--- config.mk ---
export PLATFORM = sky130hd
export DESIGN_NAME = mem_arbiter_flat
export DESIGN_NICKNAME = d
export VERILOG_FILES = /design/src/rtl/mem_arbiter_if.sv /design/src/rtl/mem_arbiter.sv /design/src/flat_wrapper.sv
export SDC_FILE = /design/constraint.sdc
export NUM_CORES = 1
export LEC_CHECK = 0
export ABC_AREA = 1
export CAP_MARGIN = 20
export CELL_PAD_IN_SITES_DETAIL_PLACEMENT = 1
export CELL_PAD_IN_SITES_GLOBAL_PLACEMENT = 1
export CORE_AREA = 2 2 257 259
export CTS_BUF_LIST = sky130_fd_sc_hd__clkbuf_8
export DETAILED_ROUTE_END_ITERATION = 10
export DIE_AREA = 0 0 259 261
export GPL_TIMING_DRIVEN = 0
export PLACE_DENSITY_LB_ADDON = 0.1
export RECOVER_POWER = 50
export SLEW_MARGIN = 25
export SYNTH_ARGS = -nofsm -noshare
export SYNTH_HDL_FRONTEND = slang
export SYNTH_SLANG_ARGS = --single-unit
--- constraint.sdc ---
create_clock -name clk -period 1.9 [get_ports clk]
set_clock_uncertainty 0.05 [all_clocks]
set_input_delay 0.19 -clock clk [delete_from_list [all_inputs] [get_ports clk]]
set_output_delay 0.19 -clock clk [all_outputs]
set_load 0.01 [all_outputs]
--- src/rtl/mem_arbiter_if.sv ---
// -----------------------------------------------------------------------------
// mem_arbiter_if
// Bundles every signal between the two cache miss ports, the arbiter and the
// shared 128-bit line memory, plus the arbiter's statistics outputs.
//
//   slave  : arbiter view (cache requests and memory responses in; grants,
//            completion strobes, memory request and statistics out)
//   master : environment view (caches + memory), the mirror image of slave
//
// Signals
//   i_read/i_addr/i_ready                 I-cache miss port (read only)
//   d_read/d_write/d_addr/d_wdata/d_ready D-cache miss port
//   rdata                                 memory read line broadcast to both caches
//   mem_read/mem_write/mem_addr/mem_wdata registered memory request
//   mem_rdata/mem_ready                   memory response
//   stat_i_grant/stat_d_grant/stat_conflict  saturating statistics (STAT_W bits)
// -----------------------------------------------------------------------------
interface mem_arbiter_if #(
    parameter int STAT_W = 16
);
    // I-cache miss port
    logic              i_read;
    logic [27:0]       i_addr;
    logic              i_ready;

    // D-cache miss port
    logic              d_read;
    logic              d_write;
    logic [27:0]       d_addr;
    logic [127:0]      d_wdata;
    logic              d_ready;

    // Read line shared by both caches
    logic [127:0]      rdata;

    // Memory side
    logic              mem_read;
    logic              mem_write;
    logic [27:0]       mem_addr;
    logic [127:0]      mem_wdata;
    logic [127:0]      mem_rdata;
    logic              mem_ready;

    // Statistics
    logic [STAT_W-1:0] stat_i_grant;
    logic [STAT_W-1:0] stat_d_grant;
    logic [STAT_W-1:0] stat_conflict;

    modport slave (
        input  i_read, i_addr,
        output i_ready,
        input  d_read, d_write, d_addr, d_wdata,
        output d_ready,
        output rdata,
        output mem_read, mem_write, mem_addr, mem_wdata,
        input  mem_rdata, mem_ready,
        output stat_i_grant, stat_d_grant, stat_conflict
    );

    modport master (
        output i_read, i_addr,
        input  i_ready,
        output d_read, d_write, d_addr, d_wdata,
        input  d_ready,
        input  rdata,
        input  mem_read, mem_write, mem_addr, mem_wdata,
        output mem_rdata, mem_ready,
        input  stat_i_grant, stat_d_grant, stat_conflict
    );
endinterface

--- src/rtl/mem_arbiter.sv ---
// -----------------------------------------------------------------------------
// mem_arbiter
// Two-client arbiter placing I-cache and D-cache line misses onto one shared
// 128-bit line memory, one transaction at a time. The granted request is
// registered toward memory; the memory completion strobe is routed back to the
// owner only. Keeps saturating per-client grant and conflict counters.
//
// Parameters
//   HOLD_CYC  cycles spent in HOLD after a completion (served client masked)
//   D_FIRST   winner of the first conflict after reset (1: D-cache, 0: I-cache)
//   STAT_W    statistics counter width
//
// Ports
//   clk         clock, rising edge
//   proc_reset  synchronous active-high reset
//   bus         mem_arbiter_if.slave: cache ports, memory ports, statistics
// -----------------------------------------------------------------------------
module mem_arbiter #(
    parameter int HOLD_CYC = 1,
    parameter int D_FIRST  = 1,
    parameter int STAT_W   = 16
) (
    input  logic          clk,
    input  logic          proc_reset,
    mem_arbiter_if.slave  bus
);

    localparam int HC_W = (HOLD_CYC > 1) ? $clog2(HOLD_CYC) : 1;

    typedef enum logic [1:0] {
        ST_IDLE   = 2'd0,
        ST_BUSY_I = 2'd1,
        ST_BUSY_D = 2'd2,
        ST_HOLD   = 2'd3
    } state_t;

    state_t            r_state;
    state_t            w_state_next;

    // Per-client mask armed at completion; survives HOLD and exactly one IDLE
    // evaluation so a client still holding its request is not re-granted.
    logic              r_mask_i;
    logic              r_mask_d;

    // Winner of the most recent conflict; only conflicts update it, so a
    // non-contended grant does not disturb the round robin order.
    logic              r_last_conf_d;

    logic [HC_W-1:0]   r_hold_cnt;

    logic              r_mem_read;
    logic              r_mem_write;
    logic [27:0]       r_mem_addr;
    logic [127:0]      r_mem_wdata;

    logic              w_req_i;
    logic              w_req_d;
    logic              w_grant_i;
    logic              w_grant_d;
    logic              w_done;
    logic              w_conflict;
    logic              w_hold_last;

    logic [2:0]              w_stat_inc;
    logic [2:0][STAT_W-1:0]  w_stat;

    // -------------------------------------------------------------------------
    // Request qualification
    // -------------------------------------------------------------------------
    assign w_req_i     = bus.i_read & ~r_mask_i;
    assign w_req_d     = (bus.d_read | bus.d_write) & ~r_mask_d;
    assign w_conflict  = (r_state == ST_IDLE) & w_req_i & w_req_d;
    assign w_hold_last = (r_hold_cnt == HC_W'(HOLD_CYC - 1));

    // -------------------------------------------------------------------------
    // FSM: state register
    // -------------------------------------------------------------------------
    always_ff @(posedge clk) begin
        if (proc_reset) begin
            r_state <= ST_IDLE;
        end else begin
            r_state <= w_state_next;
        end
    end

    // -------------------------------------------------------------------------
    // FSM: next state and grant decode
    // -------------------------------------------------------------------------
    always_comb begin
        w_state_next = r_state;
        w_grant_i    = 1'b0;
        w_grant_d    = 1'b0;
        w_done       = 1'b0;

        case (r_state)
            ST_IDLE: begin
                if (w_req_i && w_req_d) begin
                    // Contended: the client that lost the last conflict wins.
                    if (r_last_conf_d) begin
                        w_grant_i = 1'b1;
                    end else begin
                        w_grant_d = 1'b1;
                    end
                end else if (w_req_i) begin
                    w_grant_i = 1'b1;
                end else if (w_req_d) begin
                    w_grant_d = 1'b1;
                end

                if (w_grant_i) begin
                    w_state_next = ST_BUSY_I;
                end else if (w_grant_d) begin
                    w_state_next = ST_BUSY_D;
                end
            end

            ST_BUSY_I, ST_BUSY_D: begin
                if (bus.mem_ready) begin
                    w_done       = 1'b1;
                    w_state_next = (HOLD_CYC == 0) ? ST_IDLE : ST_HOLD;
                end
            end

            ST_HOLD: begin
                if (w_hold_last) begin
                    w_state_next = ST_IDLE;
                end
            end

            default: begin
                w_state_next = ST_IDLE;
            end
        endcase
    end

    // -------------------------------------------------------------------------
    // HOLD counter, masks and round robin flag
    // -------------------------------------------------------------------------
    always_ff @(posedge clk) begin
        if (proc_reset) begin
            r_hold_cnt    <= '0;
            r_mask_i      <= 1'b0;
            r_mask_d      <= 1'b0;
            r_last_conf_d <= (D_FIRST == 0);
        end else begin
            if (r_state == ST_HOLD) begin
                r_hold_cnt <= r_hold_cnt + 1'b1;
            end else begin
                r_hold_cnt <= '0;
            end

            if (w_done) begin
                r_mask_i <= (r_state == ST_BUSY_I);
                r_mask_d <= (r_state == ST_BUSY_D);
            end else if (r_state == ST_IDLE) begin
                // The mask has now covered one IDLE evaluation.
                r_mask_i <= 1'b0;
                r_mask_d <= 1'b0;
            end

            if (w_conflict) begin
                r_last_conf_d <= w_grant_d;
            end
        end
    end

    // -------------------------------------------------------------------------
    // Registered memory request. Captured at the grant edge and held until
    // the edge following mem_ready.
    // -------------------------------------------------------------------------
    always_ff @(posedge clk) begin
        if (proc_reset) begin
            r_mem_read  <= 1'b0;
            r_mem_write <= 1'b0;
            r_mem_addr  <= '0;
            r_mem_wdata <= '0;
        end else if (w_grant_i) begin
            r_mem_read  <= 1'b1;
            r_mem_write <= 1'b0;
            r_mem_addr  <= bus.i_addr;
        end else if (w_grant_d) begin
            // An illegal read+write request is carried out as a write.
            r_mem_read  <= ~bus.d_write;
            r_mem_write <= bus.d_write;
            r_mem_addr  <= bus.d_addr;
            r_mem_wdata <= bus.d_wdata;
        end else if (w_done) begin
            r_mem_read  <= 1'b0;
            r_mem_write <= 1'b0;
        end
    end

    // -------------------------------------------------------------------------
    // Saturating statistics: 0 = I grants, 1 = D grants, 2 = IDLE conflicts
    // -------------------------------------------------------------------------
    assign w_stat_inc = {w_conflict, w_grant_d, w_grant_i};

    generate
        for (genvar gi = 0; gi < 3; gi++) begin : g_stat
            logic [STAT_W-1:0] r_cnt;

            always_ff @(posedge clk) begin
                if (proc_reset) begin
                    r_cnt <= '0;
                end else if (w_stat_inc[gi] && (r_cnt != {STAT_W{1'b1}})) begin
                    r_cnt <= r_cnt + 1'b1;
                end
            end

            assign w_stat[gi] = r_cnt;
        end
    endgenerate

    // -------------------------------------------------------------------------
    // Outputs
    // -------------------------------------------------------------------------
    // Completion is steered only to the owner; mem_ready outside BUSY is dropped.
    assign bus.i_ready       = bus.mem_ready & (r_state == ST_BUSY_I);
    assign bus.d_ready       = bus.mem_ready & (r_state == ST_BUSY_D);
    assign bus.rdata         = bus.mem_rdata;

    assign bus.mem_read      = r_mem_read;
    assign bus.mem_write     = r_mem_write;
    assign bus.mem_addr      = r_mem_addr;
    assign bus.mem_wdata     = r_mem_wdata;

    assign bus.stat_i_grant  = w_stat[0];
    assign bus.stat_d_grant  = w_stat[1];
    assign bus.stat_conflict = w_stat[2];

endmodule

--- src/flat_wrapper.sv ---
// flat-port wrapper written by rule: the top's interface ports become plain ports
module mem_arbiter_flat 
#(
    parameter int HOLD_CYC = 1,
    parameter int D_FIRST  = 1,
    parameter int STAT_W   = 16
)
  (clk, proc_reset, bus_i_read, bus_i_addr, bus_i_ready, bus_d_read, bus_d_write, bus_d_addr, bus_d_wdata, bus_d_ready, bus_rdata, bus_mem_read, bus_mem_write, bus_mem_addr, bus_mem_wdata, bus_mem_rdata, bus_mem_ready, bus_stat_i_grant, bus_stat_d_grant, bus_stat_conflict);
  mem_arbiter_if #(.STAT_W(STAT_W)) bus_i ();
  input  logic clk;
  input  logic proc_reset;
  input wire logic [$bits(bus_i.i_read)-1:0] bus_i_read;
  input wire logic [$bits(bus_i.i_addr)-1:0] bus_i_addr;
  output wire logic [$bits(bus_i.i_ready)-1:0] bus_i_ready;
  input wire logic [$bits(bus_i.d_read)-1:0] bus_d_read;
  input wire logic [$bits(bus_i.d_write)-1:0] bus_d_write;
  input wire logic [$bits(bus_i.d_addr)-1:0] bus_d_addr;
  input wire logic [$bits(bus_i.d_wdata)-1:0] bus_d_wdata;
  output wire logic [$bits(bus_i.d_ready)-1:0] bus_d_ready;
  output wire logic [$bits(bus_i.rdata)-1:0] bus_rdata;
  output wire logic [$bits(bus_i.mem_read)-1:0] bus_mem_read;
  output wire logic [$bits(bus_i.mem_write)-1:0] bus_mem_write;
  output wire logic [$bits(bus_i.mem_addr)-1:0] bus_mem_addr;
  output wire logic [$bits(bus_i.mem_wdata)-1:0] bus_mem_wdata;
  input wire logic [$bits(bus_i.mem_rdata)-1:0] bus_mem_rdata;
  input wire logic [$bits(bus_i.mem_ready)-1:0] bus_mem_ready;
  output wire logic [$bits(bus_i.stat_i_grant)-1:0] bus_stat_i_grant;
  output wire logic [$bits(bus_i.stat_d_grant)-1:0] bus_stat_d_grant;
  output wire logic [$bits(bus_i.stat_conflict)-1:0] bus_stat_conflict;
  assign bus_i.i_read = bus_i_read;
  assign bus_i.i_addr = bus_i_addr;
  assign bus_i_ready = bus_i.i_ready;
  assign bus_i.d_read = bus_d_read;
  assign bus_i.d_write = bus_d_write;
  assign bus_i.d_addr = bus_d_addr;
  assign bus_i.d_wdata = bus_d_wdata;
  assign bus_d_ready = bus_i.d_ready;
  assign bus_rdata = bus_i.rdata;
  assign bus_mem_read = bus_i.mem_read;
  assign bus_mem_write = bus_i.mem_write;
  assign bus_mem_addr = bus_i.mem_addr;
  assign bus_mem_wdata = bus_i.mem_wdata;
  assign bus_i.mem_rdata = bus_mem_rdata;
  assign bus_i.mem_ready = bus_mem_ready;
  assign bus_stat_i_grant = bus_i.stat_i_grant;
  assign bus_stat_d_grant = bus_i.stat_d_grant;
  assign bus_stat_conflict = bus_i.stat_conflict;
  mem_arbiter #(.HOLD_CYC(HOLD_CYC), .D_FIRST(D_FIRST), .STAT_W(STAT_W)) u_core (.clk(clk), .proc_reset(proc_reset), .bus(bus_i));
endmodule
==> flow_summary.ini <==
[outcome]
outcome = finished clean

[critical_path]
r2r_cells = 10
critical_path_class = flop to primary output
crit_fanout = 5
path_buf_inv = 1
crit_arrival_ns = 1.57
crit_start = u_core.bus.stat_d_grant[6]$_SDFFE_PP0P_
crit_end = bus_stat_d_grant[6]
cp_num_cells = 1
critical-path-top-delay-family = buffers and inverters
endpoint_kind = primary output
critPathSlowestCell = clkdlybuf4s50_1
r2r_end = u_core.bus.mem_wdata[59]$_SDFFE_PP0P_
crit_chain = clkdlybuf4s50_1
reg2reg_slack_ns = 0.11
start_kind = flop
slowest_delay_ns = 0.58
reg2reg_from = u_core.r_state[0]$_SDFFE_PP0P_
cp_data_required_time_ns = 1.66

[routing]
first_pass_iters = 4
post-route-drc-count = 0
wl_per_cell_um = 17.2
wirelength_mm = 49.7
drt_iter0_drc = 263
postRouteAntennaNets = 0
via_per_inst = 3.84
via_count = 11088

[worst_hold_path]
hold_depth = 3
hold_class = primary input to flop

[synthesis]
ys_seq_elements = 212
synth_enable_flop_cells = 0
synth_top_area_share_pct = 42.3
avgSynthCellArea_um2 = 7.09
syn_area_um2 = 10000
synth.area.top_cells = dfxtp_1, nor2_1, nand2_1
yosys-top-cells-count = nor2_1, nand2_1, dfxtp_1
yosys.area_share.adder_pct = 0.872
yosysMostFrequentCell = nor2_1
netlist_instances = 1416
synth_top_family_by_area = simple AND/OR/NAND/NOR gates
synth_compound_area_share_pct = 11.7
yosysTopAreaCell = dfxtp_1
yosysWarnings = 0
synthMuxAreaShare_pct = 0
ys.flop_type = dfxtp_1
ys_types = 30
yosys.area_share.xor_xnor_pct = 1.48
async_reset_ff_share_pct = 0
synth.yosys.seq_area_share_pct = 42.3
syn_nets = 1741
synthSimpleGateAreaFrac_pct = 27.8

[die]
fp.dieW_um = 259
die_area_um2 = 67600
num_rows = 94
die_y_um = 261
core_area_um2 = 65000
io_pins = 654
initial_core_util_pct = 15.4

[finish]
syn2layout_area_growth_pct = 74.3
nNetsFinal = 2327
fin_cells = 2890
drive_gt1_share_pct = 16.3
final_util_pct = 26.9

[place]
hpwl_mm = 38.5
port_buffers = 524
dp.cells = 2804
preCtsSetupSlack_ns = -0.478
gp_congestion = 0.755

[sta]
grt_setup_unrepaired = true
drv_slew = 0
max_freq_mhz = 552
hold_violations = 0
setup_viol = 0
tightest_slew_ns = 0.883
fin_crit_sh_pct = 95.4
setup_ws_ns = 0.0868
setup_tns_ns = 0
slew_headroom_pct = 41.1
fin_crit_ns = 1.81

[pwr]
p_leak_nw = 7.13
p_int_w = 0.0133
p_sw_share_pct = 39.2
p_seq_share_pct = 30.8
p_clk_share_pct = 21.0
max-vdd-ir-drop_mv = 0.651
power_density_nw_per_um2 = 1250
switchingPower_w = 0.00858
p_comb_share_pct = 48.2

[cts]
root_buffer = clkbuf_8
clk_latency_ns = 0.60
clockBufferDepth = 3
cts_tree = done
clk_pin_slew_ns = 0.05
cts.htree.levels = 2
cts_sinks = 212
cts-buffers-inserted = 46

[grt]
grt_pass1_vias = 11502
overflow = 0
grt_max_degree = 14
antenna_found_initial = 9
grt_use_total_pct = 13.9
grt_pass1_wl_mm = 71.1

[flow_run]
maxCapViolations = 0
## state kept, by name (all words and copies together), names as in the netlist
name and cells:
u_core.bus.stat_conflict 16, u_core.bus.mem_wdata 128, u_core.bus.mem_addr 28, u_core.r_mask_d 1, u_core.bus.stat_d_grant 16, u_core.bus.mem_write 1, u_core.bus.mem_read 1, u_core.r_last_conf_d 1
u_core.r_hold_cnt 1, u_core.bus.stat_i_grant 16, u_core.r_state 2, u_core.r_mask_i 1
## per-layer routing
metal  vias up  routed length [µm]  track usage (%)
met5         -                  99                0
met4        16                 855             3.48
met1      5167               19000             15.0
li1       5512                   -                -
met2       324               25300             24.8
met3        69                4480             5.91
## worst min-delay path by stage
stage | startpoint | to | slack, ns
3_3_place_gp | u_core.r_hold_cnt$_SDFF_PP0_ | u_core.r_hold_cnt$_SDFF_PP0_ | 0.35
5_1_grt | bus_d_wdata[69] | u_core.bus.mem_wdata[69]$_SDFFE_PP0P_ | 0.07
3_5_place_dp | u_core.r_hold_cnt$_SDFF_PP0_ | u_core.r_hold_cnt$_SDFF_PP0_ | 0.35
4_1_cts | bus_d_wdata[49] | u_core.bus.mem_wdata[49]$_SDFFE_PP0P_ | 0.03
2_1_floorplan | bus_d_wdata[127] | u_core.bus.mem_wdata[127]$_SDFFE_PP0P_ | 0.27
6_report | bus_d_wdata[66] | u_core.bus.mem_wdata[66]$_SDFFE_PP0P_ | 0.11
## repair_timing
item,4_1_cts,5_1_grt
cloned,0,2
setup buffers,4,8
endpoints found under the setup margin,238,206
pin swaps,2,9
resized for setup,81,60
hold buffers,0,0
## power groups by stage
stage          combinational [W]  clock [W]  sequential (W)
3_3_place_gp              0.0102          0         0.00674
2_1_floorplan            0.00379          0         0.00738
3_5_place_dp              0.0102          0         0.00679
6_report                  0.0106    0.00460         0.00674
5_1_grt                   0.0117    0.00509         0.00696
4_1_cts                   0.0104    0.00491         0.00675
## worst min-delay path, stage by stage
cell	delay, ns
clkdlybuf4s50_1	0.39
nor2_1	0.10
nor2_1	0.05
## layout make-up
type	count	area (µm²)
inverter	71	269
fill	7802	47500
sequential	212	4290
buffer	194	1470
antenna	2	5.00
clock buffer	50	688
timing repair buffer	538	5320
tap	864	1080
multi-input combinational	939	4270
clock inverter	20	98.8
## cell usage in the layout (no fill, tap or decap), drive strengths merged, types with 8 or more instances in the layout
| master | instances |
|---|---|
| xnor2 | 8 |
| nand2 | 302 |
| clkdlybuf4s50 | 360 |
| buf | 181 |
| nand4 | 15 |
| dlygate4sd3 | 128 |
| nand3 | 27 |
| xor2 | 9 |
| dfxtp | 212 |
| clkbuf | 86 |
| nor2 | 344 |
| o21ai | 147 |
| inv | 87 |
| dlygate4sd2 | 24 |
| a21oi | 75 |
## logic make-up after synthesis
group	count (synthesis)
compound gates	223
xor+xnor	17
fa+ha+maj	7
buf+inv	265
flops	212
simple gates	692
## metrics by stage
step	instance area [µm²]	total power, W	hold slack [ns]
2_1_floorplan	10000	0.0112	0.275
3_3_place_gp	16400	0.0169	0.351
3_5_place_dp	16400	0.0170	0.353
4_1_cts	17300	0.0221	0.0320
5_1_grt	17500	0.0237	0.0658
6_report	17500	0.0219	0.105
No activity file was read; power rests on OpenSTA's default activity.
